===== src/rtl/hazard_stall_ctrl.sv =====
// Hazard controller for the 5-stage MIPS core: load-use, branch-in-ID and MDU
// stalls, taken-branch flush, and a saturating stall-cycle counter.
module hazard_stall_ctrl #(
  parameter int unsigned MDU_LAT = 4,
  parameter int unsigned CNT_W   = 32
) (
  input  logic             clk,
  input  logic             rst_n,
  input  logic [4:0]       IF_ID_Rs,
  input  logic [4:0]       IF_ID_Rt,
  input  logic             ID_uses_rt,
  input  logic             ID_branch,
  input  logic             ID_mdu_start,
  input  logic             ID_reads_hilo,
  input  logic [4:0]       ID_EX_Rd,
  input  logic             ID_EX_regWrite,
  input  logic             ID_EX_memRead,
  input  logic [4:0]       EX_MEM_Rd,
  input  logic             EX_MEM_memRead,
  input  logic             branch_taken,
  output logic             pc_write,
  output logic             if_id_write,
  output logic             id_ex_bubble,
  output logic             if_id_flush,
  output logic             mdu_busy,
  output logic [CNT_W-1:0] stall_cycles
);

  localparam int unsigned MDU_CNT_W = 4;
  localparam logic [MDU_CNT_W-1:0] MDU_LOAD = MDU_CNT_W'(MDU_LAT - 1);

  typedef enum logic {RUN, BR_LOAD2} fsm_t;

  fsm_t                 fsm_q, fsm_d;
  logic [MDU_CNT_W-1:0] mdu_cnt_q, mdu_cnt_d;
  logic [CNT_W-1:0]     stall_cnt_q, stall_cnt_d;

  logic ex_match, mem_match;
  logic lu, br_alu, br_ld1, br_ld_mem, mdu_hz, busy, stall;

  // A producer matches when it writes a nonzero register the ID instruction reads.
  function automatic logic reg_match(input logic [4:0] rd, input logic [4:0] rs,
                                     input logic [4:0] rt, input logic uses_rt);
    return (rd != 5'd0) && ((rd == rs) || (uses_rt && (rd == rt)));
  endfunction

  always_comb begin
    ex_match  = reg_match(ID_EX_Rd, IF_ID_Rs, IF_ID_Rt, ID_uses_rt);
    mem_match = reg_match(EX_MEM_Rd, IF_ID_Rs, IF_ID_Rt, ID_uses_rt);
    busy      = (mdu_cnt_q != '0);
    lu        = ID_EX_memRead & ex_match;
    br_alu    = ID_branch & ID_EX_regWrite & ~ID_EX_memRead & ex_match;
    br_ld1    = ID_branch & ID_EX_memRead & ex_match;
    br_ld_mem = ID_branch & EX_MEM_memRead & mem_match;
    mdu_hz    = busy & (ID_reads_hilo | ID_mdu_start);
    stall     = (fsm_q == BR_LOAD2) | lu | br_alu | br_ld_mem | mdu_hz;
  end

  // Next-state: branch-on-load FSM, MDU occupancy, saturating stall counter.
  always_comb begin
    fsm_d       = RUN;
    mdu_cnt_d   = mdu_cnt_q;
    stall_cnt_d = stall_cnt_q;
    if (fsm_q == RUN && br_ld1) begin
      fsm_d = BR_LOAD2;
    end
    if (ID_mdu_start && !stall) begin
      mdu_cnt_d = MDU_LOAD;
    end else if (busy) begin
      mdu_cnt_d = mdu_cnt_q - MDU_CNT_W'(1);
    end
    if (stall && (stall_cnt_q != '1)) begin
      stall_cnt_d = stall_cnt_q + CNT_W'(1);
    end
  end

  always_ff @(posedge clk) begin
    if (!rst_n) begin
      fsm_q       <= RUN;
      mdu_cnt_q   <= '0;
      stall_cnt_q <= '0;
    end else begin
      fsm_q       <= fsm_d;
      mdu_cnt_q   <= mdu_cnt_d;
      stall_cnt_q <= stall_cnt_d;
    end
  end

  // Pipeline controls act in the current cycle; reset pins them to a safe bubble/flush.
  always_comb begin
    pc_write     = rst_n & ~stall;
    if_id_write  = rst_n & ~stall;
    id_ex_bubble = ~rst_n | stall;
    if_id_flush  = ~rst_n | (~stall & ID_branch & branch_taken);
    mdu_busy     = rst_n & busy;
  end

  assign stall_cycles = stall_cnt_q;

endmodule

===== config.mk =====
export PLATFORM = sky130hd
export DESIGN_NAME = hazard_stall_ctrl
export DESIGN_NICKNAME = d
export VERILOG_FILES = /design/src/rtl/hazard_stall_ctrl.sv
export SDC_FILE = /design/constraint.sdc
export NUM_CORES = 1
export LEC_CHECK = 0
export BUFFER_PORTS_ARGS = -buffer_cell sky130_fd_sc_hd__buf_2
export CORE_MARGIN = 3
export CORE_UTILIZATION = 46
export CTS_CLUSTER_SIZE = 30
export DETAILED_ROUTE_END_ITERATION = 10
export PLACE_DENSITY = 0.85
export SETUP_SLACK_MARGIN = 0.02
export SLEW_MARGIN = 20
export SYNTH_ARGS = -nofsm -noshare
export SYNTH_HDL_FRONTEND = slang
export SYNTH_SLANG_ARGS = --single-unit

===== constraint.sdc =====
create_clock -name clk -period 2.06 [get_ports clk]
set_clock_uncertainty 0.05 [all_clocks]
set_input_delay 0.103 -clock clk [delete_from_list [all_inputs] [get_ports clk]]
set_output_delay 0.103 -clock clk [all_outputs]
set_load 0.02 [all_outputs]

# Word level (Yosys, flattened, before mapping)
# Index checks and enable logic that the tools add are counted.
word_totals:
  inputBits: 30
  wordCells: 53
  reg_bits: 37
  out_inout_bits: 37
op_classes:
  n_addsub: 2
  bitwise_logic: 24
  n_mux: 3
  n_eq_ne: 5
  n_reduce_logical: 15
op_table:
  columns: ["op", "count"]
  rows:
  - ["adder 32 x 1 -> 32 bit, second input constant", 1]
  - ["!= test 32 bit, second input constant", 1]
  - ["equality test 5 bit", 4]
  - ["AND 1 bit", 13]
  - ["nonzero test 5 bit", 2]
  - ["logical AND 1 bit", 7]
  - ["OR 1 bit", 7]
  - ["two-way mux 2 bit", 2]
  - ["inverter 1 bit", 4]
  - ["nonzero test 4 bit", 1]
  - ["subtractor 4 x 1 -> 4 bit, second input constant", 1]
  - ["logical OR 1 bit", 2]
  - ["nonzero test 2 bit", 1]
  - ["OR reduction 2 bit", 1]
  - ["zero test 1 bit", 1]
  - ["two-way mux 1 bit", 1]

# Logic depth before layout (Yosys ltp)
depth:
  word_depth: 13
  ltp_mapped: 10
  ltp_nobuf: 8

# Least setup slack after synthesis
# No wires, ideal clock.
synth_path:
  kind: "register to register"
  from: "register stall_cnt_q[0], in the netlist stall_cycles[0]"
  to: "register stall_cnt_q[30], in the netlist stall_cycles[30]"
  n_path_buf: 2
  path_slack_ns: -0.282
  required_ns: 1.909
  arrival_time_ns: 2.191
  synth_period_minus_slack_ns: 2.342
  stages_incl_launch_ff: 10
  setup_ns: 0.101
  path_cell_list: "dfxtp_1 > ha_1 > nand2_1 > nor4_4 > nand2_1 > nor2_4 > buf_4 > buf_6 > o311ai_0 > o41ai_1"
synth_between:
  elab_chain_cells: 2
  word_cells_on_any_way: 3
  classes_between: "add/sub: 1; eq/ne: 1; reduce/logical: 1"
synth_lines:
  columns: ["item", "line", "source"]
  rows:
  - ["start, declared", "36", "logic [CNT_W-1:0] stall_cnt_q, stall_cnt_d;"]
  - ["start signal, assigned", "85", "stall_cnt_q <= stall_cnt_d;"]
  - ["branches (longest 2 deep; another with adder 32 x 1 -> 32 bit)", null, null]
# Several ways; the timed one is not identified.
# A chain may end at the register's enable or synchronous reset.

# Worst setup path after layout
layout_path:
  from: "register stall_cnt_q[6], in the netlist stall_cycles[6]"
  to: "register stall_cnt_q[22], in the netlist stall_cycles[22]"
# The elaborated chain is that of the path after synthesis.

==> impl_metrics.yaml <==
timing:
  tightest_slew_ps: 399
  grt_setup_unrepaired: "true"
  final-hold-violation-count: 0
  hold_slack_ps: 40.7
  post-route-period-util: 1.03
  setup_viol: 4
  setup_tns_ps: -109
  layout_setup_ws_ps: -56.3
  slew_violations: 0
  clock.fmax_mhz: 473
  relSlewSlack: 0.734
  period_needed_ps: 2120
cts:
  cts_hold_buf: 0
  clock_path_buffers: 2
  cts_tree: "done"
  cts-buffers-inserted: 5
  clkTransAtPathRegs_ps: 70
  clk_latency_ps: 290
  htreeDepth: 2
  clkSinkCount: 37
  root_buffer: "clkbuf_8"
global_route:
  antenna_found_initial: 0
  grt_pass1_wl_um: 9910
  grt_max_degree: 24
  gr-usage-all-layers: 0.223
  grt_overflow: 0
  grt_pass1_vias: 2350
detailed_routing:
  dr.pass1.iters: 4
  post_drt_wl_per_cell_um: 15.7
  route.detailed.drc: 0
  antenna_left: 0
  via_per_inst: 5.92
  first_iter_violations: 143
  num_vias: 2500
  finalWirelength_um: 6620
worst_setup_path:
  reg2reg_depth: 7
  setup.worst_path.end: "stall_cycles[22]"
  reg2reg_slack_ps: -60
  critPathLaunchType: "register"
  crit_chain: "nand4_1 > buf_4 > nor4_4 > buf_6 > nand3_1 > or4_1 > a21oi_1"
  critPathLaunch: "stall_cycles[6]"
  reg2reg_from: "stall_cycles[6]"
  worst-path-max-fanout: 9
  crit_arrival_ps: 2270
  cp-end-kind: "register"
  crit_slowest_cell: "or4_1"
  worstPathRequired_ps: 2220
  slowest_delay_ps: 420
  r2r_end: "stall_cycles[22]"
  critPathKind: "reg -> reg"
synth:
  synth_warnings: 0
  async_reset_ff_frac: 0
  avgSynthCellArea_um2: 8.12
  synth-seq-area-share: 0.333
  yosysTopAreaCellShare: 0.333
  ys_types: 37
  synth_common_cells: "dfxtp_1, nand2_1, a21oi_1"
  syn_inst: 274
  ys_ff_latch: 37
  synth_area_um2: 2230
  synth_top_area_cell: "dfxtp_1"
  syn_nets: 307
  post-synth-top-count-cell: "dfxtp_1"
  synth.area.top_cells: "dfxtp_1, xnor2_1, a21oi_1, nand2_1, or3_1"
  synth_edf_count: 0
  synthFlopType: "dfxtp_1"
status:
  status: "finished with violations"
  violations: "setup timing"
pwr:
  p_leak_uw: 0.00123
  p_per_area_nw_per_um2: 693
  vdd.ir_drop.worst_mv: 0.479
floorplan:
  initial_core_util: 0.494
  dieArea_um2: 5710
  die_w_um: 75.6
  coreArea_um2: 4500
  ios: 67
  die_h_um: 75.6
  row_count: 24
cells_and_area:
  nets: 403
  drive_gt1_frac: 0.430
  synthToLayoutAreaGrowth_pct: 37.8
  antenna_cells: 0
placed_design:
  dp_hpwl_um: 4660
  io_buffers: 66
  place_congestion: 0.825
  post-place-ws_ps: -165
job:
  drv_cap: 0
min_path:
  min_path_type: "in -> reg"
-- cell families after synthesis --
| family | count (synthesis) | synth area share |
|---|---|---|
| AOI/OAI and AO/OA | 63 | 0.170 |
| xor gates and xnor gates | 23 | 0.0905 |
| adders and majority gates | 3 | 0.0169 |
| buffers and inverters | 23 | 0.0517 |
| DFF | 37 | 0.333 |
| muxes | 8 | 0.0360 |
| and+or+nand+nor | 117 | 0.302 |
-- area by class of cell --
type | instances | area [um2]
Clock buffer | 7 | 86.3
Fill cell | 356 | 1440
Inverter | 8 | 30.0
Multi-Input combinational cell | 214 | 1430
Sequential cell | 37 | 778
Tap cell | 52 | 65.1
Timing Repair Buffer | 104 | 677
-- flip-flops by register name (all words and copies together) (netlist names) --
register      cells
mdu_cnt_q         4
stall_cycles     32
fsm_q             1
-- per-stage QoR --
stage          instance area [um2]  cells   util  total power, uW
6_report                      3070    422  0.681             2130
2_1_floorplan                 2270    274      -             1310
4_1_cts                       2940    416  0.654             2110
3_3_place_gp                  2860    409  0.634             1580
3_5_place_dp                  2860    409  0.634             1610
5_1_grt                       3070    422  0.681             2250
-- per-layer routing --
metal	routed length, um	track usage	up-vias
met4	166	0.0971	0
met2	3140	0.395	126
met1	2630	0.250	1149
met3	683	0.0580	26
li1	-	-	1199
met5	0	0	-
-- timing repair --
item                                    4_1_cts  5_1_grt
resized for setup                             0       25
endpoints found under the setup margin        0       28
setup buffers                                 0        6
-- how the worst min path moves through the flow --
stage | slack (ps) | cells after the start | startpoint | end
after detailed placement | 350 | 3 | ID_EX_memRead | fsm_q
final | 40 | 3 | ID_mdu_start | mdu_cnt_q[0]
after global placement | 340 | 3 | ID_EX_memRead | fsm_q
after CTS | 40 | 3 | ID_EX_memRead | fsm_q
after floorplan | 190 | 2 | rst_n | stall_cycles[19]
after global routing | 50 | 3 | ID_EX_memRead | fsm_q
-- report_power, final --
group / internal, uW / switching [uW] / total [uW]
clock network: 265 / 243 / 508
logic: 362 / 450 / 812
registers: 769 / 38.0 / 807
-- critical path: cells and delay by family (launching register included) --
| family | cells | cell delay (ps) |
|---|---|---|
| AOI/OAI and AO/OA | 1 | 170 |
| buffers and inverters | 2 | 410 |
| DFF | 1 | 360 |
| and+or+nand+nor | 4 | 1040 |
-- cells in the final DEF (no fill, tap or decap), types with 3 or more instances in the layout --
master,n
xor2_1,6
nor3_1,5
nand2_2,3
buf_12,3
mux2i_1,8
nand3_1,10
dfxtp_2,27
and3_1,4
o21ai_0,15
inv_1,7
or3_1,15
nand2_1,27
nor2_1,6
xnor2_1,17
clkbuf_8,6
dfxtp_1,9
a21oi_1,24
nand4_1,10
or4_1,10
nand2b_1,9
ha_1,3
o31ai_1,9
buf_4,34
buf_2,64
Power figures use the tool's default switching activity.
